$ cat src/rtl/nec_prefetch_pkg.sv
// Shared types for the instruction prefetch queue and the decoder that reads it.
// Holds the queue depth, the prefetch FSM state encoding, the bus request
// payload and the segment:offset to physical address helper.
package nec_prefetch_pkg;

    // Queue depth; the decoder indexes the queue with pc[2:0].
    localparam int unsigned IPQ_SIZE  = 8;
    localparam int unsigned IPQ_IDX_W = 3;
    localparam int unsigned IPQ_LEN_W = 4;
    localparam int unsigned OFS_W     = 16;
    localparam int unsigned SEG_W     = 16;
    localparam int unsigned ADDR_W    = 20;

    typedef enum logic [1:0] {
        PF_IDLE    = 2'd0,
        PF_WAIT    = 2'd1,
        PF_DISCARD = 2'd2
    } prefetch_state_e;

    // Outstanding fetch as presented on the bus.
    typedef struct packed {
        logic [ADDR_W-1:0] addr;
        logic              word;
    } pf_req_t;

    // Physical address of seg:ofs, wrapping at 1 MiB.
    function automatic logic [ADDR_W-1:0] pf_phys_addr(
        input logic [SEG_W-1:0] seg,
        input logic [OFS_W-1:0] ofs
    );
        return {seg, 4'b0000} + {4'b0000, ofs};
    endfunction

endpackage

$ cat src/rtl/nec_prefetch.sv
// Instruction prefetch queue feeding the instruction decoder.
// Fetches code bytes at CS:fetch_ofs into an 8-byte circular buffer indexed by
// address bits [2:0]; the decoder consumes by advancing decode_pc and flushes
// the queue with set_pc.
//
// Ports:
//   clk, reset_n        clock, asynchronous active-low reset
//   ce_1, ce_2          phase clock enables; state only moves when either is high
//   cs                  current code segment
//   decode_pc           next byte the decoder will consume
//   set_pc, new_pc      flush and restart fetching at new_pc
//   ipq[8], ipq_len     queue bytes (address A in ipq[A[2:0]]) and valid count
//   pf_req/addr/word    fetch request, held until pf_ready
//   pf_ready, pf_data   fetch completion; odd-address byte on pf_data[15:8]
//
// Optional build macro NEC_PREFETCH_PERF_EN adds perf_starve and perf_flush
// saturating event counters as extra outputs.
module nec_prefetch
    import nec_prefetch_pkg::*;
#(
    parameter int unsigned WORD_FETCH = 1,
    parameter int unsigned QUEUE_SIZE = 8
) (
    input  logic                 clk,
    input  logic                 reset_n,
    input  logic                 ce_1,
    input  logic                 ce_2,
    input  logic [SEG_W-1:0]     cs,
    input  logic [OFS_W-1:0]     decode_pc,
    input  logic                 set_pc,
    input  logic [OFS_W-1:0]     new_pc,
    output logic [7:0]           ipq [IPQ_SIZE],
    output logic [IPQ_LEN_W-1:0] ipq_len,
    output logic                 pf_req,
    output logic [ADDR_W-1:0]    pf_addr,
    output logic                 pf_word,
    input  logic                 pf_ready,
    input  logic [15:0]          pf_data
`ifdef NEC_PREFETCH_PERF_EN
    ,
    output logic [15:0]          perf_starve,
    output logic [15:0]          perf_flush
`endif
);

    // The decoder addresses the queue with pc[2:0], so no other depth works.
    if (QUEUE_SIZE != IPQ_SIZE) begin : g_bad_queue_size
        $error("nec_prefetch: QUEUE_SIZE must be 8");
    end

    localparam bit WORD_EN = (WORD_FETCH != 0);

    logic                 en_c;
    prefetch_state_e      state_q, state_d;
    logic [OFS_W-1:0]     fetch_ofs_q, fetch_ofs_d;
    logic                 primed_q, primed_d;
    logic [7:0]           ipq_q [IPQ_SIZE];
    logic [7:0]           ipq_d [IPQ_SIZE];
    logic                 pf_req_q, pf_req_d;
    pf_req_t              req_q, req_d;
    logic [IPQ_LEN_W-1:0] ipq_len_c;
    logic [IPQ_LEN_W-1:0] free_c;
    logic [IPQ_IDX_W-1:0] wr_idx_c;
    logic [IPQ_IDX_W-1:0] wr_idx_hi_c;

    assign en_c = ce_1 | ce_2;

    // Bytes between the decoder and the fetch pointer; never exceeds 8.
    assign ipq_len_c   = primed_q ? IPQ_LEN_W'(fetch_ofs_q - decode_pc) : '0;
    assign free_c      = IPQ_LEN_W'(IPQ_SIZE) - ipq_len_c;
    assign wr_idx_c    = fetch_ofs_q[IPQ_IDX_W-1:0];
    assign wr_idx_hi_c = wr_idx_c + IPQ_IDX_W'(1);

    // Next-state, fetch issue and queue write.
    always_comb begin
        state_d     = state_q;
        fetch_ofs_d = fetch_ofs_q;
        primed_d    = primed_q;
        ipq_d       = ipq_q;
        pf_req_d    = pf_req_q;
        req_d       = req_q;

        if (en_c) begin
            if (set_pc) begin
                fetch_ofs_d = new_pc;
                primed_d    = 1'b1;
            end

            unique case (state_q)
                PF_IDLE: begin
                    if (!set_pc && primed_q) begin
                        // Even offsets on a 16-bit bus wait for a whole word of space.
                        if (WORD_EN && !fetch_ofs_q[0] && (free_c >= IPQ_LEN_W'(2))) begin
                            pf_req_d   = 1'b1;
                            req_d.addr = pf_phys_addr(cs, fetch_ofs_q);
                            req_d.word = 1'b1;
                            state_d    = PF_WAIT;
                        end else if ((free_c >= IPQ_LEN_W'(1)) &&
                                     (fetch_ofs_q[0] || !WORD_EN)) begin
                            pf_req_d   = 1'b1;
                            req_d.addr = pf_phys_addr(cs, fetch_ofs_q);
                            req_d.word = 1'b0;
                            state_d    = PF_WAIT;
                        end
                    end
                end

                PF_WAIT: begin
                    if (pf_ready) begin
                        // A flush in the same cycle as the ack drops the data.
                        if (!set_pc) begin
                            if (req_q.word) begin
                                ipq_d[wr_idx_c]    = pf_data[7:0];
                                ipq_d[wr_idx_hi_c] = pf_data[15:8];
                                fetch_ofs_d        = fetch_ofs_q + OFS_W'(2);
                            end else begin
                                ipq_d[wr_idx_c] = fetch_ofs_q[0] ? pf_data[15:8] : pf_data[7:0];
                                fetch_ofs_d     = fetch_ofs_q + OFS_W'(1);
                            end
                        end
                        pf_req_d = 1'b0;
                        state_d  = PF_IDLE;
                    end else if (set_pc) begin
                        // The bus cycle cannot be aborted; wait it out and drop it.
                        state_d = PF_DISCARD;
                    end
                end

                PF_DISCARD: begin
                    if (pf_ready) begin
                        pf_req_d = 1'b0;
                        state_d  = PF_IDLE;
                    end
                end

                default: begin
                    pf_req_d = 1'b0;
                    state_d  = PF_IDLE;
                end
            endcase
        end
    end

    // State registers.
    always_ff @(posedge clk or negedge reset_n) begin
        if (!reset_n) begin
            state_q     <= PF_IDLE;
            fetch_ofs_q <= '0;
            primed_q    <= 1'b0;
            pf_req_q    <= 1'b0;
            req_q       <= '0;
            for (int i = 0; i < IPQ_SIZE; i++) begin
                ipq_q[i] <= '0;
            end
        end else begin
            state_q     <= state_d;
            fetch_ofs_q <= fetch_ofs_d;
            primed_q    <= primed_d;
            pf_req_q    <= pf_req_d;
            req_q       <= req_d;
            for (int i = 0; i < IPQ_SIZE; i++) begin
                ipq_q[i] <= ipq_d[i];
            end
        end
    end

    assign ipq     = ipq_q;
    assign ipq_len = ipq_len_c;
    assign pf_req  = pf_req_q;
    assign pf_addr = req_q.addr;
    assign pf_word = req_q.word;

`ifdef NEC_PREFETCH_PERF_EN
    logic [15:0] starve_q, starve_d;
    logic [15:0] flush_q, flush_d;

    // Saturating counters for decoder starvation and flushes.
    always_comb begin
        starve_d = starve_q;
        flush_d  = flush_q;
        if (en_c) begin
            if (primed_q && (ipq_len_c == '0) && (starve_q != 16'hFFFF)) begin
                starve_d = starve_q + 16'd1;
            end
            if (set_pc && (flush_q != 16'hFFFF)) begin
                flush_d = flush_q + 16'd1;
            end
        end
    end

    always_ff @(posedge clk or negedge reset_n) begin
        if (!reset_n) begin
            starve_q <= '0;
            flush_q  <= '0;
        end else begin
            starve_q <= starve_d;
            flush_q  <= flush_d;
        end
    end

    assign perf_starve = starve_q;
    assign perf_flush  = flush_q;
`endif

endmodule

$ cat config.mk
export PLATFORM = sky130hd
export DESIGN_NAME = nec_prefetch
export DESIGN_NICKNAME = d
export VERILOG_FILES = /design/src/rtl/nec_prefetch_pkg.sv /design/src/rtl/nec_prefetch.sv
export SDC_FILE = /design/constraint.sdc
export NUM_CORES = 1
export LEC_CHECK = 0
export BUFFER_PORTS_ARGS = -buffer_cell sky130_fd_sc_hd__buf_2
export CORE_MARGIN = 5
export CORE_UTILIZATION = 45
export CTS_BUF_LIST = sky130_fd_sc_hd__clkbuf_8
export CTS_CLUSTER_SIZE = 20
export DETAILED_ROUTE_END_ITERATION = 16
export PLACE_DENSITY = 0.77
export SYNTH_ARGS = -nofsm -noshare
export SYNTH_HDL_FRONTEND = slang
export SYNTH_SLANG_ARGS = --single-unit
export TNS_END_PERCENT = 50
$ cat constraint.sdc
create_clock -name clk -period 5.7 [get_ports clk]
set_input_delay 0.855 -clock clk [delete_from_list [all_inputs] [get_ports clk]]
set_output_delay 0.855 -clock clk [all_outputs]
set_load 0.02 [all_outputs]
==> reports/results.ini <==
[logic_synthesis]
synth-seq-cells = 105
avgSynthCellArea_sq_um = 9.19
seq_area_frac_synth = 0.407
synthArstFlopShare = 1.00
syn_area_sq_um = 6460
ys_warn_count = 0
synth_edf_count = 0
syn_inst = 703
synth.largest_area_cell = dfrtp_1
yosysTopAreaCellShare = 0.407
synth.area.top_cells = dfrtp_1, a22oi_1, ha_1, a21oi_1, o21ai_0
ys.flop_type = dfrtp_1
ys_types = 70
syn-num-nets = 801

[floorplanning]
core_area_sq_um = 14000
fp.dieW_um = 130
die-area_sq_um = 16900
ios = 160
initial_utilization = 0.462
num_rows = 43
dieHeight_um = 130

[clock_network]
postCtsSetupBuffers = 0
cts_buffers = 9
ctsRootBufferMaster = clkbuf_8
htree_levels = 3
hold_buffers = 0
cts.sinks = 105
post_cts_resized = 0
clk_path_buf_depth = 2
clk_pin_slew_worst_paths_ps = 110
worstSkewPairLatency_ps = 400
cts_tree = yes

[timing]
hold_viol_final = 0
fin_crit_ps = 4240
fin_crit_sh = 0.745
fin_worst_skew_ps = 16.5
max-slew-margin-rel = 0.210
rsz0062_at_grt = false
setup_viol = 0
clock.fmax_mhz = 236
setup_ws_ps = 1460
setup_tns_ps = 0
tightest_slew_ps = 1180
drv_slew = 0

[critical_path]
critPathMaxStageDelay_ps = 770
r2r.worst_path.cells = 11
critPathRequiredTime_ps = 5980
worstPathArrival_ps = 4520
path_max_fanout = 28
crit_type = reg -> reg
crit_chain = inv_1, ha_1, inv_1, fa_1, and2_1, ha_1, nor4b_1, and3_2, or3_4, a21oi_4, mux2_2
cp-start-kind = flop
rrSetupSlack_ps = 1460
r2r-end = pf_addr[2]$_DFFE_PN0P_
endpoint_kind = flop
cp_slowest_cell = dfrtp_1
timing.rr.start = fetch_ofs_q[0]$_DFFE_PN0P_

[routing]
vias_per_cell = 5.80
first_pass_iters = 5
ant_nets = 0
vias = 5767
drtIter0Drc = 613
drc = 0
wl_per_cell_um = 17.7
drt_wl_total_um = 17600

[grt]
grt_pass1_wl_um = 28100
grt_max_degree = 57
overflow = 0
grt_pass1_vias = 5462
antenna_found_initial = 1
grt_usage = 0.210

[placed_design]
post-place-ws_ps = 1460
dp.final_hpwl_um = 12900
portBuffers = 147
gp_congestion = 0.861

[finish]
num-nets-final = 906
num-fill-cells = 1339
layout-drive-gt1-share = 0.255
syn_to_final_growth_pct = 14.3

[outcome]
status = completed

[job]
max-cap-violations = 0

[pwr]
ir_worst_vdd_v = 0.000230
leakagePower_nw = 3.36
powerDensity_nw_per_um2 = 483

[worst_hold_path]
min_path_type = in -> async

## power breakdown
group	internal, mW	switching, mW
Combinational	0.706	1.15
Clock	0.180	0.286
Sequential	1.04	0.207
Total	1.93	1.64
## critical path, delay by kind of cell, from the launching register on
kind,cells,cell delay (ps)
flip-flops,1,770
AND/OR/NAND/NOR,4,950
AO/OA/AOI/OAI,1,750
multiplexers,1,410
adder cells (fa/ha/maj),3,960
buffers and inverters,2,270
## per-stage QoR
step / total power [mW] / util / std cells / hold slack [ps] / cell area, sq um
after floorplan: 2.57 / - / 703 / 454 / 6460
after global placement: 3.08 / 0.514 / 977 / 458 / 7190
after detailed placement: 3.13 / 0.514 / 977 / 465 / 7190
after CTS: 3.60 / 0.528 / 993 / 476 / 7380
after global routing: 3.84 / 0.528 / 993 / 508 / 7380
final: 3.57 / 0.528 / 994 / 461 / 7390
## metal layers
metal  share of wire  track usage
met1            0.41        0.273
met2            0.48        0.341
met3           0.091       0.0622
met4           0.024       0.0636
met5         0.00074            0
## cells in the final DEF, fill, tap and decap left out, drive strengths merged, types with 4 or more instances in the layout
cell type	synthesis	routed
buf	31	150
dfrtp	105	105
a21oi	67	67
a22oi	66	66
o21ai	63	63
nor2	61	61
nand2	52	52
a22o	32	32
inv	24	27
ha	26	26
nor2b	17	17
mux2	12	12
xnor2	11	11
clkbuf	25	10
nor3	9	9
nand3	8	8
and2	8	8
or3	7	7
a32oi	6	6
xor2	6	6
mux2i	5	5
a31o	4	4
o31ai	4	4
a31oi	4	4
and3	4	4
## flip-flops by register name, indices dropped and copies added (netlist names)
signal,count
pf_req,1
ipq,64
pf_addr,20
fetch_ofs_q,16
primed_q,1
state_q,2
pf_word,1
## how the worst max path moves through the flow
stage / startpoint / end / slack, ps / depth (start not counted)
after global placement: fetch_ofs_q[0]$_DFFE_PN0P_ / pf_addr[1]$_DFFE_PN0P_ / 1500 / 11
final: fetch_ofs_q[0]$_DFFE_PN0P_ / pf_addr[2]$_DFFE_PN0P_ / 1460 / 11
after CTS: fetch_ofs_q[0]$_DFFE_PN0P_ / pf_addr[2]$_DFFE_PN0P_ / 1430 / 11
after global routing: fetch_ofs_q[0]$_DFFE_PN0P_ / pf_addr[2]$_DFFE_PN0P_ / 1260 / 11
after floorplan: decode_pc[0] / pf_addr[10]$_DFFE_PN0P_ / 2020 / 11
after detailed placement: fetch_ofs_q[0]$_DFFE_PN0P_ / pf_addr[4]$_DFFE_PN0P_ / 1460 / 11
## cell usage after synthesis (3+ instances only)
cell type,number
a22o_1,32
mux2_2,5
buf_1,21
nor2b_1,17
or3_1,6
buf_2,7
mux2_4,7
o31ai_1,4
o2111ai_1,3
and3_1,3
nand3_1,8
a31oi_1,4
ha_1,26
a21oi_1,63
nand2_1,52
inv_1,24
mux2i_1,5
nand2b_1,3
xnor2_1,9
a21oi_2,3
nor2_2,5
a31o_2,4
xor2_1,5
o21ai_0,59
a21o_1,3
and2_1,7
a32oi_1,6
o21a_1,3
o21ai_1,4
dfrtp_1,105
nor3_2,3
o22ai_1,3
a22oi_1,66
clkbuf_1,24
nor2_1,56
nor3_1,5
## layout make-up
class | count | area, sq um | area share
Antenna cell | 1 | 2.50 | 0.000339
Clock buffer | 10 | 138 | 0.0186
Clock inverter | 6 | 58.8 | 0.00796
Inverter | 25 | 93.8 | 0.0127
Multi-Input combinational cell | 517 | 3480 | 0.471
Sequential cell | 105 | 2630 | 0.356
Tap cell | 180 | 225 | 0.0305
Timing Repair Buffer | 150 | 761 | 0.103
## kinds of logic (layout without fill, tap and decap cells)
kind of cell	Yosys count	count (layout)	synth area share
compound gates	273	273	0.281
simple gates	181	181	0.138
flops	105	105	0.407
buf+inv	81	191	0.0548
fa+ha+maj	28	28	0.0565
xor+xnor	18	18	0.0306
mux	17	17	0.0327
other cells	0	1	0
Note: power is estimated with default switching activity, not from simulation.
